--- src/rtl/lcd_spi_master.sv ---
`default_nettype none
`timescale 1ns/1ps
// ============================================================================
// Module   : lcd_spi_master
// Purpose  : SPI mode-0 master that streams framebuffer bytes from a
//            ready/valid source into the LCD board's SPI slave. Bytes are
//            shifted out MSB-first on mosi while miso is captured in
//            parallel. One start pulse delivers exactly FRAME_BYTES bytes,
//            after which frame_done pulses and the block returns to idle.
// Revision : 1.0 - initial release
// ----------------------------------------------------------------------------
// Ports
//   clk        in   1   clock, rising edge
//   rst        in   1   asynchronous active-high reset
//   start      in   1   begin a frame (ignored while busy)
//   abort      in   1   synchronous cancel back to idle
//   tx_data    in   8   byte to send
//   tx_valid   in   1   tx_data is valid
//   tx_ready   out  1   byte accepted this cycle when tx_valid is high
//   sclk       out  1   SPI clock, idles low
//   mosi       out  1   SPI data out
//   miso       in   1   SPI data in
//   rx_data    out  8   byte captured from miso
//   rx_valid   out  1   one-cycle strobe, rx_data is new
//   busy       out  1   frame in progress
//   frame_done out  1   one-cycle strobe at end of frame
//   byte_cnt   out  14  bytes completed in current/last frame
// ============================================================================
module lcd_spi_master #(
  parameter int CLK_DIV     = 4,
  parameter int GAP_CYCLES  = 8,
  parameter int FRAME_BYTES = 8001
) (
  input  logic        clk,
  input  logic        rst,
  input  logic        start,
  input  logic        abort,
  input  logic [7:0]  tx_data,
  input  logic        tx_valid,
  output logic        tx_ready,
  output logic        sclk,
  output logic        mosi,
  input  logic        miso,
  output logic [7:0]  rx_data,
  output logic        rx_valid,
  output logic        busy,
  output logic        frame_done,
  output logic [13:0] byte_cnt
);

  localparam logic [7:0]  DIV_LAST   = 8'(CLK_DIV - 1);
  localparam logic [7:0]  GAP_LAST   = 8'(GAP_CYCLES - 1);
  localparam logic [13:0] FRAME_LAST = 14'(FRAME_BYTES);

  typedef enum logic [1:0] {
    ST_IDLE  = 2'd0,
    ST_LOAD  = 2'd1,
    ST_SHIFT = 2'd2,
    ST_GAP   = 2'd3
  } state_t;

  state_t      state_q, state_d;
  logic [7:0]  div_q, div_d;
  logic [2:0]  bit_q, bit_d;
  logic [7:0]  gap_q, gap_d;
  // Only the seven bits still to be sent are kept; bit 7 goes straight to
  // mosi when the byte is accepted.
  logic [6:0]  tx_sr_q, tx_sr_d;
  logic [7:0]  rx_sr_q, rx_sr_d;
  logic        sclk_q, sclk_d;
  logic        mosi_q, mosi_d;
  logic [7:0]  rx_data_q, rx_data_d;
  logic        rx_valid_q, rx_valid_d;
  logic        busy_q, busy_d;
  logic        frame_done_q, frame_done_d;
  logic [13:0] byte_cnt_q, byte_cnt_d;

  always_comb begin
    state_d      = state_q;
    div_d        = div_q;
    bit_d        = bit_q;
    gap_d        = gap_q;
    tx_sr_d      = tx_sr_q;
    rx_sr_d      = rx_sr_q;
    sclk_d       = sclk_q;
    mosi_d       = mosi_q;
    rx_data_d    = rx_data_q;
    rx_valid_d   = 1'b0;
    busy_d       = busy_q;
    frame_done_d = 1'b0;
    byte_cnt_d   = byte_cnt_q;

    if (abort) begin
      // Cancel overrides everything; byte_cnt keeps the completed count and
      // any partially shifted byte is simply dropped.
      state_d = ST_IDLE;
      sclk_d  = 1'b0;
      busy_d  = 1'b0;
    end else begin
      case (state_q)
        ST_IDLE: begin
          if (start) begin
            byte_cnt_d = 14'd0;
            busy_d     = 1'b1;
            state_d    = ST_LOAD;
          end
        end

        ST_LOAD: begin
          if (tx_valid) begin
            tx_sr_d = tx_data[6:0];
            mosi_d  = tx_data[7];
            div_d   = 8'd0;
            bit_d   = 3'd0;
            state_d = ST_SHIFT;
          end
        end

        ST_SHIFT: begin
          if (div_q == DIV_LAST) begin
            div_d  = 8'd0;
            sclk_d = ~sclk_q;
            if (!sclk_q) begin
              // Rising edge: sample miso, MSB arrives first.
              rx_sr_d = {rx_sr_q[6:0], miso};
            end else if (bit_q != 3'd7) begin
              // Falling edge: present the next lower bit.
              mosi_d  = tx_sr_q[6];
              tx_sr_d = {tx_sr_q[5:0], 1'b0};
              bit_d   = bit_q + 3'd1;
            end else begin
              // Eighth falling edge: byte complete.
              rx_data_d  = rx_sr_q;
              rx_valid_d = 1'b1;
              byte_cnt_d = byte_cnt_q + 14'd1;
              gap_d      = 8'd0;
              state_d    = ST_GAP;
            end
          end else begin
            div_d = div_q + 8'd1;
          end
        end

        ST_GAP: begin
          if (gap_q == GAP_LAST) begin
            if (byte_cnt_q == FRAME_LAST) begin
              frame_done_d = 1'b1;
              busy_d       = 1'b0;
              state_d      = ST_IDLE;
            end else begin
              state_d = ST_LOAD;
            end
          end else begin
            gap_d = gap_q + 8'd1;
          end
        end

        default: state_d = ST_IDLE;
      endcase
    end
  end

  always_ff @(posedge clk or posedge rst) begin
    if (rst) begin
      state_q      <= ST_IDLE;
      div_q        <= 8'd0;
      bit_q        <= 3'd0;
      gap_q        <= 8'd0;
      tx_sr_q      <= 7'd0;
      rx_sr_q      <= 8'd0;
      sclk_q       <= 1'b0;
      mosi_q       <= 1'b0;
      rx_data_q    <= 8'd0;
      rx_valid_q   <= 1'b0;
      busy_q       <= 1'b0;
      frame_done_q <= 1'b0;
      byte_cnt_q   <= 14'd0;
    end else begin
      state_q      <= state_d;
      div_q        <= div_d;
      bit_q        <= bit_d;
      gap_q        <= gap_d;
      tx_sr_q      <= tx_sr_d;
      rx_sr_q      <= rx_sr_d;
      sclk_q       <= sclk_d;
      mosi_q       <= mosi_d;
      rx_data_q    <= rx_data_d;
      rx_valid_q   <= rx_valid_d;
      busy_q       <= busy_d;
      frame_done_q <= frame_done_d;
      byte_cnt_q   <= byte_cnt_d;
    end
  end

  assign tx_ready   = (state_q == ST_LOAD);
  assign sclk       = sclk_q;
  assign mosi       = mosi_q;
  assign rx_data    = rx_data_q;
  assign rx_valid   = rx_valid_q;
  assign busy       = busy_q;
  assign frame_done = frame_done_q;
  assign byte_cnt   = byte_cnt_q;

endmodule
`default_nettype wire

--- config.mk ---
export PLATFORM = sky130hd
export DESIGN_NAME = lcd_spi_master
export DESIGN_NICKNAME = d
export VERILOG_FILES = /design/src/rtl/lcd_spi_master.sv
export SDC_FILE = /design/constraint.sdc
export NUM_CORES = 1
export LEC_CHECK = 0
export ABC_AREA = 1
export ABC_CLOCK_PERIOD_IN_PS = 2900
export BUFFER_PORTS_ARGS = -buffer_cell sky130_fd_sc_hd__buf_2
export CORE_MARGIN = 10
export CORE_UTILIZATION = 55
export CTS_CLUSTER_DIAMETER = 200
export DETAILED_ROUTE_END_ITERATION = 10
export HOLD_SLACK_MARGIN = 0.08
export PLACE_DENSITY = 0.83
export SLEW_MARGIN = 20
export SYNTH_ARGS = -nofsm -noshare
export SYNTH_HDL_FRONTEND = slang
export SYNTH_SLANG_ARGS = --single-unit
--- constraint.sdc ---
create_clock -name clk -period 2.9 [get_ports clk]
set_clock_uncertainty 0.1 [all_clocks]
set_input_delay 0.145 -clock clk [delete_from_list [all_inputs] [get_ports clk]]
set_output_delay 0.145 -clock clk [all_outputs]
set_load 0.05 [all_outputs]
==> impl_metrics.py <==
metrics = {
    "sta": {
        "finalHoldViolations": 0,
        "holdWs_ps": 208,
        "min_period_ps": 2420,
        "rsz0062_at_grt": "no",
        "timing.setup.tns_ps": 0,
        "slew_headroom": 0.331,
        "worst_pin_slew_ps": 1000,
        "report.final.slew_viol_count": 0,
        "fmax_mhz": 413,
        "finalCritPeriodShare": 0.835,
        "finalSetupViolCount": 0,
    },
    "critical_path": {
        "r2r_cells": 8,
        "crit_required_ps": 3020,
        "r2r_slack_ps": 480,
        "critPathCaptureType": "flip-flop",
        "critPathArrivalTime_ps": 2540,
        "worstPathMaxFanout": 28,
        "reg2reg_to": "byte_cnt[4]",
        "startpoint": "state_q[0]",
        "crit-reg2reg-launch": "state_q[0]",
        "critPathKind": "flip-flop to flip-flop",
        "start_kind": "flip-flop",
    },
    "place": {
        "dp.final_hpwl_um": 5470,
        "gp_congestion": 0.839,
        "io_buffers": 41,
    },
    "clock_tree": {
        "cts_hold_buf": 11,
        "clock-root-buffer": "clkbuf_8",
        "post-cts-setup-buffers": 0,
        "ctsResizeCount": 0,
        "cts.clk_slew.worst_paths_ps": 70,
        "clock_latency_ps": 350,
        "cts_tree": "done",
        "cts_buffer_depth": 2,
        "cts_buffers": 9,
        "cts.sinks": 63,
        "htreeDepth": 3,
    },
    "die": {
        "die_w_um": 99.9,
        "die-area_mm2": 0.00997,
        "initial_core_util": 0.559,
        "dieHeight_um": 99.9,
        "coreArea_mm2": 0.00628,
        "io_pins": 42,
        "rows": 29,
    },
    "yosys": {
        "yosysTopAreaCellShare": 0.450,
        "synthTopCellsByArea": "dfrtp_1 45%, nand2_1 18%, nand3_1 5.4%, o21ai_0 5.3%, nor2_1 4.7%",
        "synth_area_leader_cell": "dfrtp_1",
        "synth_compound_area_frac": 0.0974,
        "synthXorXnorAreaFrac": 0.00999,
        "syn_area_mm2": 0.00351,
        "ys_seq_area_frac": 0.450,
        "synth_fa_ha_area_frac": 0.0392,
        "synth.area.mux_share": 0,
        "ys_warn_count": 0,
        "synthDistinctLibCells": 28,
        "synthSimpleGateAreaFrac": 0.333,
        "synth_top_family_by_area": "simple AND/OR/NAND/NOR gates",
        "synth.net_count": 497,
        "synthesis.instances": 472,
        "synth_seq_cells": 63,
        "avgSynthCellArea_um2": 7.43,
    },
    "cells_and_area": {
        "final_nets": 554,
        "drive_gt1_frac": 0.152,
        "most-common-layout-cells": "166 x nand2_1, 63 x dfrtp_1, 44 x nor2_1, 42 x inv_1, 41 x buf_2",
        "final_common_cell": "nand2_1",
        "regArea_mm2": 0.00158,
        "area_growth_pct": 17.5,
        "multi_input_area_mm2": 0.00168,
        "n_antenna_cell": 0,
        "fillerInstances": 541,
    },
    "global_routing": {
        "antenna_found_initial": 0,
        "overflow": 0,
        "first_global_vias": 3083,
        "grt_pass1_wl_um": 13800,
        "grt_util_all_layers": 0.165,
        "grt_max_degree": 48,
    },
    "detailed_routing": {
        "postRouteAntennaNets": 0,
        "drcViolationCount": 0,
        "vias": 3210,
        "drt-pass1-iter-count": 6,
        "vias_per_cell": 5.25,
        "wire_per_inst_um": 13.0,
        "drt-initial-drc-count": 149,
        "drt_wl_total_um": 7940,
    },
    "worst_hold_path": {
        "min_to": "state_q[1]",
        "hold_path_startpoint": "start",
        "holdPathStages": 8,
        "hold_class": "primary input to flip-flop",
    },
    "pwr": {
        "p_leak_nw": 2.09,
        "peakVddDrop_uv": 488,
        "powerDensity_mw_per_mm2": 702,
    },
    "outcome": {
        "status": "finished, final reports clean",
    },
    "job": {
        "drv_cap": 0,
    },
}
registers in the layout, summed over array words and instances (netlist names), 2 cells and up:
register and flops:
state_q 2, gap_q 8, rx_data 8, div_q 8
byte_cnt 14, bit_q 3, rx_sr_q 8, tx_sr_q 7
metrics by stage:
| step | setup WS, ps | instances | utilization | total power, mW | area (um2) |
|---|---|---|---|---|---|
| 2_1_floorplan | 1000 | 472 | - | 1.79 | 3510 |
| 3_3_place_gp | 664 | 584 | 0.600 | 1.93 | 3770 |
| 3_5_place_dp | 514 | 584 | 0.600 | 1.95 | 3770 |
| 4_1_cts | 487 | 611 | 0.656 | 2.91 | 4120 |
| 5_1_grt | 212 | 611 | 0.656 | 3.07 | 4120 |
| 6_report | 480 | 611 | 0.656 | 2.89 | 4120 |
synthesized netlist by cell type:
master	instances
o21ai_2	7
buf_2	1
ha_1	11
nor3b_1	1
nand4_2	2
a21oi_1	4
nor3_1	10
nand2_1	166
nand3b_1	1
o21ai_0	37
nand3_1	38
o21bai_1	5
clkbuf_1	3
xor2_1	4
buf_6	4
nor2_4	1
a21o_1	1
nor2_2	3
nor2_1	44
o21ai_1	6
dfrtp_1	63
nand4_1	8
inv_2	4
buf_1	1
buf_4	1
or2_2	2
inv_1	43
nor4_1	1
final cells by class:
class                      count  area share
sequential                    63       0.383
multi-input combinational    352       0.408
tap                           77      0.0234
clock inverter                 7      0.0292
timing repair buffer          56      0.0838
clock buffer                   9      0.0301
inverter                      47      0.0428
worst max-delay path, stage by stage (launching register included):
cell and delay [ps]:
dfrtp_1 420, inv_1 110, ha_1 240, inv_2 180
nor2_1 130, nor2_2 160, nand4_2 610, nand2_1 270
o21ai_2 70
where the power goes:
group / internal [mW] / switching [mW]
Clock: 0.573 / 0.362
Combinational: 0.249 / 0.632
Sequential: 0.988 / 0.0873
Total: 1.81 / 1.08
routing by layer:
layer / global-route usage / part of all wire / vias up
met2: 0.283 / 0.49 / 94
met1: 0.193 / 0.44 / 1477
met5: 0 / 0 / -
met4: 0.0695 / 0.013 / 0
li1: - / - / 1628
met3: 0.0378 / 0.059 / 11
cells by family after synthesis:
group | count (synthesis)
simple gates | 277
flops | 63
compound gates | 60
buf+inv | 57
fa+ha+maj | 11
xor+xnor | 4
how the worst max path moves through the flow:
stage             endpoint  slack (ps)  depth (start not counted)
2_1_floorplan     div_q[3]        1000                          7
3_3_place_gp   byte_cnt[8]         660                          8
3_5_place_dp   byte_cnt[4]         510                          8
4_1_cts        byte_cnt[2]         490                          7
5_1_grt        byte_cnt[6]         210                          8
6_report       byte_cnt[4]         480                          8
Note: power is estimated with default switching activity, not from simulation.
